$ cat config.mk
export PLATFORM = sky130hd
export DESIGN_NAME = serial_link_transceiver
export DESIGN_NICKNAME = d
export VERILOG_FILES = /design/src/rtl/link_pkg.sv /design/src/rtl/link_fifo.sv /design/src/rtl/serial_link_transceiver.sv
export SDC_FILE = /design/constraint.sdc
export NUM_CORES = 1
export LEC_CHECK = 0
export CAP_MARGIN = 15
export CORE_MARGIN = 4
export CORE_UTILIZATION = 25
export CTS_BUF_LIST = sky130_fd_sc_hd__clkbuf_8 sky130_fd_sc_hd__clkbuf_16
export DETAILED_ROUTE_END_ITERATION = 12
export GPL_TIMING_DRIVEN = 0
export SLEW_MARGIN = 15
export SYNTH_ARGS = -nofsm -noshare
export SYNTH_HDL_FRONTEND = slang
export SYNTH_SLANG_ARGS = --single-unit
$ cat constraint.sdc
create_clock -name clock -period 6.7 [get_ports clock]
set_clock_uncertainty 0.15 [all_clocks]
set_input_delay 1.34 -clock clock [delete_from_list [all_inputs] [get_ports clock]]
set_output_delay 1.34 -clock clock [all_outputs]
set_load 0.05 [all_outputs]
$ cat src/rtl/link_pkg.sv
// Shared types and helpers for the serial link transceiver.
package link_pkg;

    typedef enum logic [1:0] {
        TX_IDLE = 2'd0,
        TX_SEND = 2'd1,
        TX_GAP  = 2'd2
    } tx_state_t;

    typedef enum logic [1:0] {
        RX_IDLE     = 2'd0,
        RX_SHIFT    = 2'd1,
        RX_WAIT_GAP = 2'd2
    } rx_state_t;

    function automatic int unsigned frame_w(input int unsigned data_w, input bit parity_en);
        return data_w + 32'(parity_en);
    endfunction

    // Even parity over up to 16 data bits (zero-extended).
    function automatic logic even_parity(input logic [15:0] d);
        return ^d;
    endfunction

endpackage

$ cat src/rtl/link_fifo.sv
// Synchronous show-ahead FIFO; a pop frees space for a same-cycle push when full.
module link_fifo #(
    parameter int unsigned WIDTH = 4,
    parameter int unsigned DEPTH = 4
) (
    input  logic                       clock,
    input  logic                       reset,
    input  logic                       push,
    input  logic [WIDTH-1:0]           wdata,
    input  logic                       pop,
    output logic [WIDTH-1:0]           rdata,
    output logic                       full,
    output logic                       empty,
    output logic [$clog2(DEPTH+1)-1:0] count
);

    localparam int unsigned PTR_W = $clog2(DEPTH);
    localparam int unsigned CNT_W = $clog2(DEPTH + 1);

    logic [WIDTH-1:0] mem [DEPTH];
    logic [PTR_W-1:0] wr_ptr;
    logic [PTR_W-1:0] rd_ptr;
    logic             do_push;
    logic             do_pop;

    assign empty   = (count == '0);
    assign full    = (count == CNT_W'(DEPTH));
    assign do_pop  = pop & ~empty;
    assign do_push = push & (~full | do_pop);
    assign rdata   = empty ? '0 : mem[rd_ptr];

    always_ff @(posedge clock) begin
        if (do_push) mem[wr_ptr] <= wdata;
    end

    always_ff @(posedge clock) begin
        if (reset) begin
            wr_ptr <= '0;
            rd_ptr <= '0;
            count  <= '0;
        end else begin
            if (do_push) wr_ptr <= wr_ptr + PTR_W'(1);
            if (do_pop)  rd_ptr <= rd_ptr + PTR_W'(1);
            count <= count + CNT_W'(do_push) - CNT_W'(do_pop);
        end
    end

endmodule

$ cat src/rtl/serial_link_transceiver.sv
// Serial word link: framed TX with one pending slot, RX with parity/framing checks
// feeding a show-ahead FIFO, plus the legacy per-word toggle towards the PIO.
module serial_link_transceiver
    import link_pkg::*;
#(
    parameter int unsigned DATA_W        = 4,
    parameter bit          PARITY_EN     = 1'b1,
    parameter int unsigned RX_DEPTH      = 4,
    parameter bit          SUBMIT_TOGGLE = 1'b1
) (
    input  logic                          clock,
    input  logic                          reset,
    input  logic [DATA_W-1:0]             tx_word,
    input  logic                          tx_submit,
    output logic                          tx_busy,
    output logic                          tx_drop,
    output logic                          TX_data,
    output logic                          TX_ready,
    input  logic                          RX_data,
    input  logic                          RX_ready,
    input  logic                          rx_enable,
    output logic [DATA_W-1:0]             rx_word,
    output logic                          rx_valid,
    input  logic                          rx_pop,
    output logic                          rx_toggle,
    output logic [$clog2(RX_DEPTH+1)-1:0] rx_count,
    output logic                          rx_parity_err,
    output logic                          rx_frame_err,
    output logic                          rx_overflow
);

    localparam int unsigned FRAME_W = frame_w(DATA_W, PARITY_EN);
    localparam int unsigned CNT_W   = $clog2(FRAME_W + 1);

    function automatic logic [FRAME_W-1:0] build_frame(input logic [DATA_W-1:0] w);
        if (PARITY_EN) return FRAME_W'({w, even_parity(16'(w))});
        else           return FRAME_W'(w);
    endfunction

    // ---------------- transmitter ----------------
    tx_state_t          tx_state, tx_next;
    logic [FRAME_W-1:0] tx_shift;
    logic [CNT_W-1:0]   tx_cnt;
    logic [DATA_W-1:0]  pend_word;
    logic               pend_full;
    logic               submit_hist;
    logic               submit_evt;
    logic               tx_last;
    logic               tx_load;
    logic [DATA_W-1:0]  tx_src;

    assign submit_evt = SUBMIT_TOGGLE ? (tx_submit ^ submit_hist) : tx_submit;
    assign tx_last    = (tx_cnt == CNT_W'(FRAME_W - 1));
    assign tx_load    = ((tx_state == TX_IDLE) && submit_evt) ||
                        ((tx_state == TX_GAP) && (pend_full || submit_evt));
    assign tx_src     = ((tx_state == TX_GAP) && pend_full) ? pend_word : tx_word;
    assign tx_busy    = (tx_state != TX_IDLE) | pend_full;

    always_ff @(posedge clock) begin
        if (reset) tx_state <= TX_IDLE;
        else       tx_state <= tx_next;
    end

    always_comb begin
        tx_next = tx_state;
        case (tx_state)
            TX_IDLE: if (submit_evt) tx_next = TX_SEND;
            TX_SEND: if (tx_last) tx_next = TX_GAP;
            TX_GAP:  tx_next = (pend_full || submit_evt) ? TX_SEND : TX_IDLE;
            default: tx_next = TX_IDLE;
        endcase
    end

    always_comb begin
        TX_ready = (tx_state == TX_SEND);
        TX_data  = (tx_state == TX_SEND) & tx_shift[FRAME_W-1];
    end

    always_ff @(posedge clock) begin
        submit_hist <= tx_submit;
        if (reset) begin
            tx_shift  <= '0;
            tx_cnt    <= '0;
            pend_word <= '0;
            pend_full <= 1'b0;
            tx_drop   <= 1'b0;
        end else begin
            tx_drop <= 1'b0;
            if (tx_load) begin
                tx_shift <= build_frame(tx_src);
                tx_cnt   <= '0;
            end else if (tx_state == TX_SEND) begin
                tx_shift <= tx_shift << 1;
                tx_cnt   <= tx_last ? '0 : tx_cnt + CNT_W'(1);
            end
            if ((tx_state == TX_GAP) && pend_full) pend_full <= 1'b0;
            // An empty slot during GAP is bypassed: the word loads straight into the shifter.
            if (submit_evt && (tx_state != TX_IDLE)) begin
                if (pend_full) begin
                    tx_drop <= 1'b1;
                end else if (tx_state == TX_SEND) begin
                    pend_full <= 1'b1;
                    pend_word <= tx_word;
                end
            end
        end
    end

    // ---------------- receiver ----------------
    rx_state_t          rx_state, rx_next;
    logic [FRAME_W-1:0] rx_shift;
    logic [FRAME_W-1:0] rx_frame;
    logic [DATA_W-1:0]  rx_payload;
    logic [CNT_W-1:0]   rx_cnt;
    logic               rx_done;
    logic               cap;
    logic               parity_ok;
    logic               gap_violation;
    logic               rx_complete;
    logic               frame_err_c;
    logic               push_c;
    logic               push_ok;
    logic               fifo_full;
    logic               fifo_empty;

    assign cap        = rx_enable & RX_ready;
    assign rx_frame   = FRAME_W'({rx_shift, RX_data});
    assign rx_payload = rx_frame[FRAME_W-1 -: DATA_W];
    assign parity_ok  = !PARITY_EN || (even_parity(16'(rx_payload)) == rx_frame[0]);
    assign push_ok    = push_c & (~fifo_full | rx_pop);

    always_ff @(posedge clock) begin
        if (reset) rx_state <= RX_IDLE;
        else       rx_state <= rx_next;
    end

    always_comb begin
        rx_next = rx_state;
        case (rx_state)
            RX_IDLE: begin
                if (gap_violation)           rx_next = RX_WAIT_GAP;
                else if (cap && !rx_complete) rx_next = RX_SHIFT;
            end
            RX_SHIFT:    if (!rx_enable || !RX_ready || rx_complete) rx_next = RX_IDLE;
            RX_WAIT_GAP: if (!RX_ready) rx_next = RX_IDLE;
            default:     rx_next = RX_IDLE;
        endcase
    end

    // rx_done marks the cycle right after a completed frame, when RX_ready must be low.
    always_comb begin
        gap_violation = (rx_state == RX_IDLE) && rx_done && RX_ready;
        rx_complete   = cap && (rx_cnt == CNT_W'(FRAME_W - 1)) &&
                        ((rx_state == RX_SHIFT) || ((rx_state == RX_IDLE) && !gap_violation));
        frame_err_c   = gap_violation || ((rx_state == RX_SHIFT) && rx_enable && !RX_ready);
        push_c        = rx_complete && parity_ok;
    end

    always_ff @(posedge clock) begin
        if (reset) begin
            rx_shift      <= '0;
            rx_cnt        <= '0;
            rx_done       <= 1'b0;
            rx_toggle     <= 1'b0;
            rx_parity_err <= 1'b0;
            rx_frame_err  <= 1'b0;
            rx_overflow   <= 1'b0;
        end else begin
            rx_done       <= rx_complete;
            rx_parity_err <= rx_complete & ~parity_ok;
            rx_frame_err  <= frame_err_c;
            rx_overflow   <= push_c & ~push_ok;
            if (push_ok) rx_toggle <= ~rx_toggle;
            if (rx_next != RX_SHIFT) begin
                rx_cnt <= '0;
            end else if (cap) begin
                rx_shift <= rx_frame;
                rx_cnt   <= rx_cnt + CNT_W'(1);
            end
        end
    end

    link_fifo #(
        .WIDTH (DATA_W),
        .DEPTH (RX_DEPTH)
    ) u_rx_fifo (
        .clock (clock),
        .reset (reset),
        .push  (push_c),
        .wdata (rx_payload),
        .pop   (rx_pop),
        .rdata (rx_word),
        .full  (fifo_full),
        .empty (fifo_empty),
        .count (rx_count)
    );

    assign rx_valid = ~fifo_empty;

endmodule

== Word-level counts from Yosys, hierarchy flattened ==
Memories as Yosys holds them, arrays and structs flattened. A register that Yosys moved wholly into a read port is not among the register bits.
Cells that the tools add are included.

* Memory bits (writable): 16
* Memory bits (read-only): 0
* Logic and storage cells: 114
* Input bits: 11
* Register bits: 38
* Output and inout port bits: 16
* Memories kept: 1
* Latch bits: 0

{| class="wikitable"
|+ Memories
! name !! words !! bits a word !! rd ports !! clocked after Yosys merged registers in !! write ports !! line !! text
|-
| u_rx_fifo.mem || 4 || 4 || 1 || 1 || 1 || link_fifo.sv:20 || <nowiki>logic [WIDTH-1:0] mem [DEPTH];</nowiki>
|}

* Order comparisons: 0
* Shifts and indexed selects: 0
* Mux-type cells: 23
* Reduce and logical (&&, ||, !) cells: 36
* Multipliers: 0
* Bitwise operators: 19
* $add $sub $neg: 6
* Eq/ne operators: 11
* Div/mod/pow operators: 0

{| class="wikitable"
|+ Operators by type and width
! kind !! number
|-
| 16-bit parity || 2
|-
| 2-bit 2-to-1 mux || 8
|-
| 1-bit logical AND || 13
|-
| 2-bit case mux with 3 select lines || 2
|-
| 5-bit 2-to-1 mux || 2
|-
| 3-bit equality test, second input constant || 3
|-
| 1-bit 2-to-1 mux || 8
|-
| 4-bit 2-to-1 mux || 2
|-
| 1-bit inverter || 8
|-
| 1-bit AND || 7
|-
| 3-bit by 1-bit adder with 3-bit output, second input constant || 2
|-
| 1-bit logical OR || 6
|-
| 2-bit OR reduction || 3
|-
| 2-bit by 1-bit adder with 2-bit output, second input constant || 2
|-
| 2-bit by 1-bit equality test with 1-bit output, second input constant || 2
|-
| 2-bit equality test, second input constant || 2
|-
| 1-bit logical NOT || 4
|-
| 2-bit logical NOT || 2
|-
| 2-bit by 1-bit inequality test with 1-bit output, second input constant || 2
|-
| 2-bit AND reduction || 2
|-
| 2-bit nonzero test || 2
|-
| 3-bit by 1-bit adder with 3-bit output || 1
|-
| 3-bit logical NOT || 1
|-
| 3-bit 2-to-1 mux || 1
|-
| 6 further kinds || 8
|}

== Longest topological paths before layout ==
* Depth after elaboration: 15
* Gate-level depth with buffers: 12
* Gate-level depth less buffers: 11

== Cells and area by module ==
From an unflattened synthesis, not the netlist that was laid out.

* Cell total of the unflattened synthesis: 228
* Area total of the unflattened synthesis: 2,544.9 µm²

{| class="wikitable"
|+ By module, submodules not included
! module !! instances !! seq. area each (µm²) !! cells each !! area each (µm²)
|-
| serial_link_transceiver || 1 || 620.6 || 157 || 1,450.1
|-
| link_fifo || 1 || 660.6 || 71 || 1,094.8
|}

== Worst setup path before layout ==
No wires, ideal clock.

* Kind: reg2out
* Start point: reg u_rx_fifo.count[1]
* End point: out rx_word[0]
* Path buffers: 1
* Stages on the path, launching flop included: 4
* Data required time: 5,210 ps
* Path slack: 3,255 ps
* Data arrival time: 1,955 ps
* Path through: dfxtp_1 or3_1 clkbuf_1 and2_1

* Longest elaborated chain between the ends: 2

{| class="wikitable"
|+ RTL lines
! item !! line !! text
|-
| from (decl) || link_fifo.sv:14 || <nowiki>output logic [$clog2(DEPTH+1)-1:0] count</nowiki>
|-
| from (signal assigned) || link_fifo.sv:44 || <nowiki>count <= count + CNT_W'(do_push) - CNT_W'(do_pop);</nowiki>
|-
| 3-bit logical NOT || link_fifo.sv:26 || <nowiki>assign empty = (count == '0);</nowiki>
|-
| 4-bit 2-to-1 mux || link_fifo.sv:30 || <nowiki>assign rdata = empty ? '0 : mem[rd_ptr];</nowiki>
|-
| to (decl) || serial_link_transceiver.sv:22 || <nowiki>output logic [DATA_W-1:0] rx_word,</nowiki>
|}

No other way between the ends.

== Final worst setup path ==
* Start point: reg tx_state[0]
* End point: out TX_data

* Longest elaborated chain between the ends: 2

{| class="wikitable"
|+ RTL lines
! item !! line !! text
|-
| from (decl) || serial_link_transceiver.sv:41 || <nowiki>tx_state_t tx_state, tx_next;</nowiki>
|-
| from (signal assigned) || serial_link_transceiver.sv:61 || <nowiki>else tx_state <= tx_next;</nowiki>
|-
| 2-bit by 1-bit equality test with 1-bit output || serial_link_transceiver.sv:76 || <nowiki>TX_data = (tx_state == TX_SEND) & tx_shift[FRAME_W-1];</nowiki>
|-
| 1-bit AND || serial_link_transceiver.sv:76 ||
|-
| to (decl) || serial_link_transceiver.sv:17 || <nowiki>output logic TX_data,</nowiki>
|}

No other way between the ends.

==> results.json <==
{
  "final-hold-violation-count": 0,
  "wl_met1_mm": 2.13,
  "initialDrtViolationCount": 74,
  "io_buffers": 25,
  "ys_seq_elements": 56,
  "wl_per_cell_um": 11.5,
  "maxSlewHeadroom_pct": 62.3,
  "r2r_cells": 10,
  "vias_per_cell": 4.16,
  "drc_errors": 0,
  "gp_congestion": 0.685,
  "num_antenna_cells": 0,
  "synth_top_area_share_pct": 32.3,
  "post-route-min-period_ps": 3730,
  "coreArea_um2": 9730,
  "cts_max_level": 2,
  "crit_required_ps": 5210,
  "post_cts_buffers": 0,
  "dp_slack_ps": 2690,
  "antenna_found_initial": 0,
  "clock_latency_ps": 310,
  "rsz0062_at_grt": "no",
  "cts-hold-fix-buffers": 0,
  "die-area_um2": 11600,
  "wl_met3_um": 154,
  "drive_gt1_share_pct": 10.5,
  "fin_crit_sh_pct": 55.6,
  "final_antenna_net_count": 0,
  "drt-total-wl_mm": 4.49,
  "min_path_type": "reg -> reg",
  "cts.sinks": 56,
  "syn_inst": 224,
  "ctsResizeCount": 0,
  "place_area_um2": 2900,
  "area_growth_pct": 20.3,
  "ir_drop_mv": 0.118,
  "cp-start-kind": "flip-flop",
  "fin_setup_tns_ps": 0,
  "synth_edf_count": 16,
  "avgSynthCellArea_um2": 11.1,
  "synth_top_family_by_area": "simple AND/OR/NAND/NOR gates",
  "synth.area.top_cells": "dfxtp_1 32%, edfxtp_1 19%, ha_1 5.0%",
  "fp-row-count": 36,
  "leakage_nw": 1.13,
  "synth_top_flop_cell": "dfxtp_1",
  "cts_made_buffers": 5,
  "tritoncts": "done",
  "final-setup-viol-count": 0,
  "cts.clk_slew.worst_paths_ps": 100,
  "die_x_um": 108,
  "mostFrequentLayoutCell": "dfxtp_1",
  "place_inst": 382,
  "final_cells": 390,
  "cts_root_buf": "clkbuf_8",
  "yosys_warnings": 0,
  "yosysSeqAreaShare_pct": 51.6,
  "wl_met2_mm": 2.14,
  "power_density_nw_per_um2": 292,
  "muxShareOfSynthArea_pct": 10.3,
  "hpwl_mm": 3.39,
  "synth_cell_types": 41,
  "final_nets": 278,
  "cap_violations": 0,
  "endpoint_kind": "output pin",
  "syn-num-nets": 246,
  "path_class": "reg -> out",
  "drv_slew": 0,
  "synth_compound_gate_area_share_pct": 5.55,
  "fin_ws_ps": 2970,
  "grt_usage_pct": 8.12,
  "hold_depth": 1,
  "synth_xor_xnor_area_share_pct": 6.20,
  "vias": 1624,
  "async_flop_share_pct": 0,
  "stdcell_area_um2": 2980,
  "grt-ovfl-total": 0,
  "die_y_um": 108,
  "crit_fanout": 10,
  "grt_pass1_vias": 1596,
  "final_util_pct": 30.7,
  "ioPinCount": 27,
  "dr.pass1.iters": 4,
  "critical_path_arrival_ps": 2240,
  "grt_max_degree": 18,
  "highest_layer": "met4",
  "synth_top_cell_by_area": "dfxtp_1",
  "status": "finished, final reports clean",
  "cts_buffer_depth": 2,
  "yosys.area_share.adder_pct": 5.85,
  "power_uw": 870,
  "synth-simple-area-share_pct": 16.9,
  "mostFrequentLayoutCells": "40 x dfxtp_1, 25 x clkdlybuf4s50_1, 24 x nor2_1, 16 x edfxtp_1, 13 x a21oi_1",
  "tightest_slew_ps": 566,
  "start_util_pct": 25.5,
  "syn-cell-area_um2": 2480,
  "grt_pass1_wl_mm": 7.53,
  "holdWs_ps": 315,
  "fmax_mhz": 268
}
## worst paths after layout
check	end	slack (ps)	from
max	TX_data	2970	tx_state[0]$_SDFFE_PP0P_
min reg2reg	rx_state[1]$_SDFF_PP0_	320	rx_state[0]$_SDFF_PP0_
min	rx_state[1]$_SDFF_PP0_	320	rx_state[0]$_SDFF_PP0_
max reg2reg	u_rx_fifo.count[2]$_SDFF_PP0_	4000	rx_shift[0]$_SDFFE_PP0P_
## critical path, stage by stage, from the launching register on
cell,delay (ps)
dfxtp_1,440
nand2b_1,70
buf_2,180
inv_1,80
buf_2,210
and2_1,150
clkdlybuf4s50_1,800
## metal layers
metal	vias up	track usage, %
li1	836	-
met1	763	10.4
met2	21	13.1
met3	4	1.98
met4	0	3.25
met5	-	0
## kinds of logic (layout without fill, tap and decap cells)
logic type | count (synthesis) | in the layout
buf+inv | 21 | 54
mux | 19 | 19
fa+ha+maj | 11 | 11
simple gates | 79 | 79
xor+xnor | 15 | 15
flops | 56 | 56
compound gates | 23 | 23
## where the power goes
| part | internal (mW) | total, mW | switching (mW) |
|---|---|---|---|
| clock network | 0.0733 | 0.182 | 0.108 |
| registers | 0.371 | 0.399 | 0.0277 |
| logic | 0.118 | 0.290 | 0.172 |
| total | 0.563 | 0.870 | 0.308 |
## cells in the mapped netlist, drive strengths merged (2+ instances only)
library cell  count
xor2              4
clkbuf            7
nand3             6
xnor2            10
o31ai             2
and3              2
nor4b             3
inv              11
nor2b             5
a22oi             4
mux2i             9
nor3              6
ha               10
mux4              4
nand2            10
edfxtp           16
or3               3
dfxtp            40
nand2b            2
a21oi            13
nor3b             2
and2             11
buf               3
mux2              6
nor2             24
## layout make-up
class / instances / area, µm²
multi-input combinational: 147 / 1110
fill: 1030 / 6750
sequential: 56 / 1280
clock inverter: 3 / 17.5
clock buffer: 5 / 68.8
tap: 133 / 166
timing repair buffer: 25 / 250
buffer: 10 / 47.5
inverter: 11 / 41.3
## sequential cells by signal, summed over array words and instances (netlist names), 2 cells and up, named ones only
name	cells
u_rx_fifo.rd_ptr	2
tx_cnt	3
pend_word	4
tx_state	2
rx_shift	4
u_rx_fifo.wr_ptr	2
u_rx_fifo.count	3
rx_cnt	3
tx_shift	5
rx_state	2
u_rx_fifo.mem	16
Power figures use the tool's default switching activity.
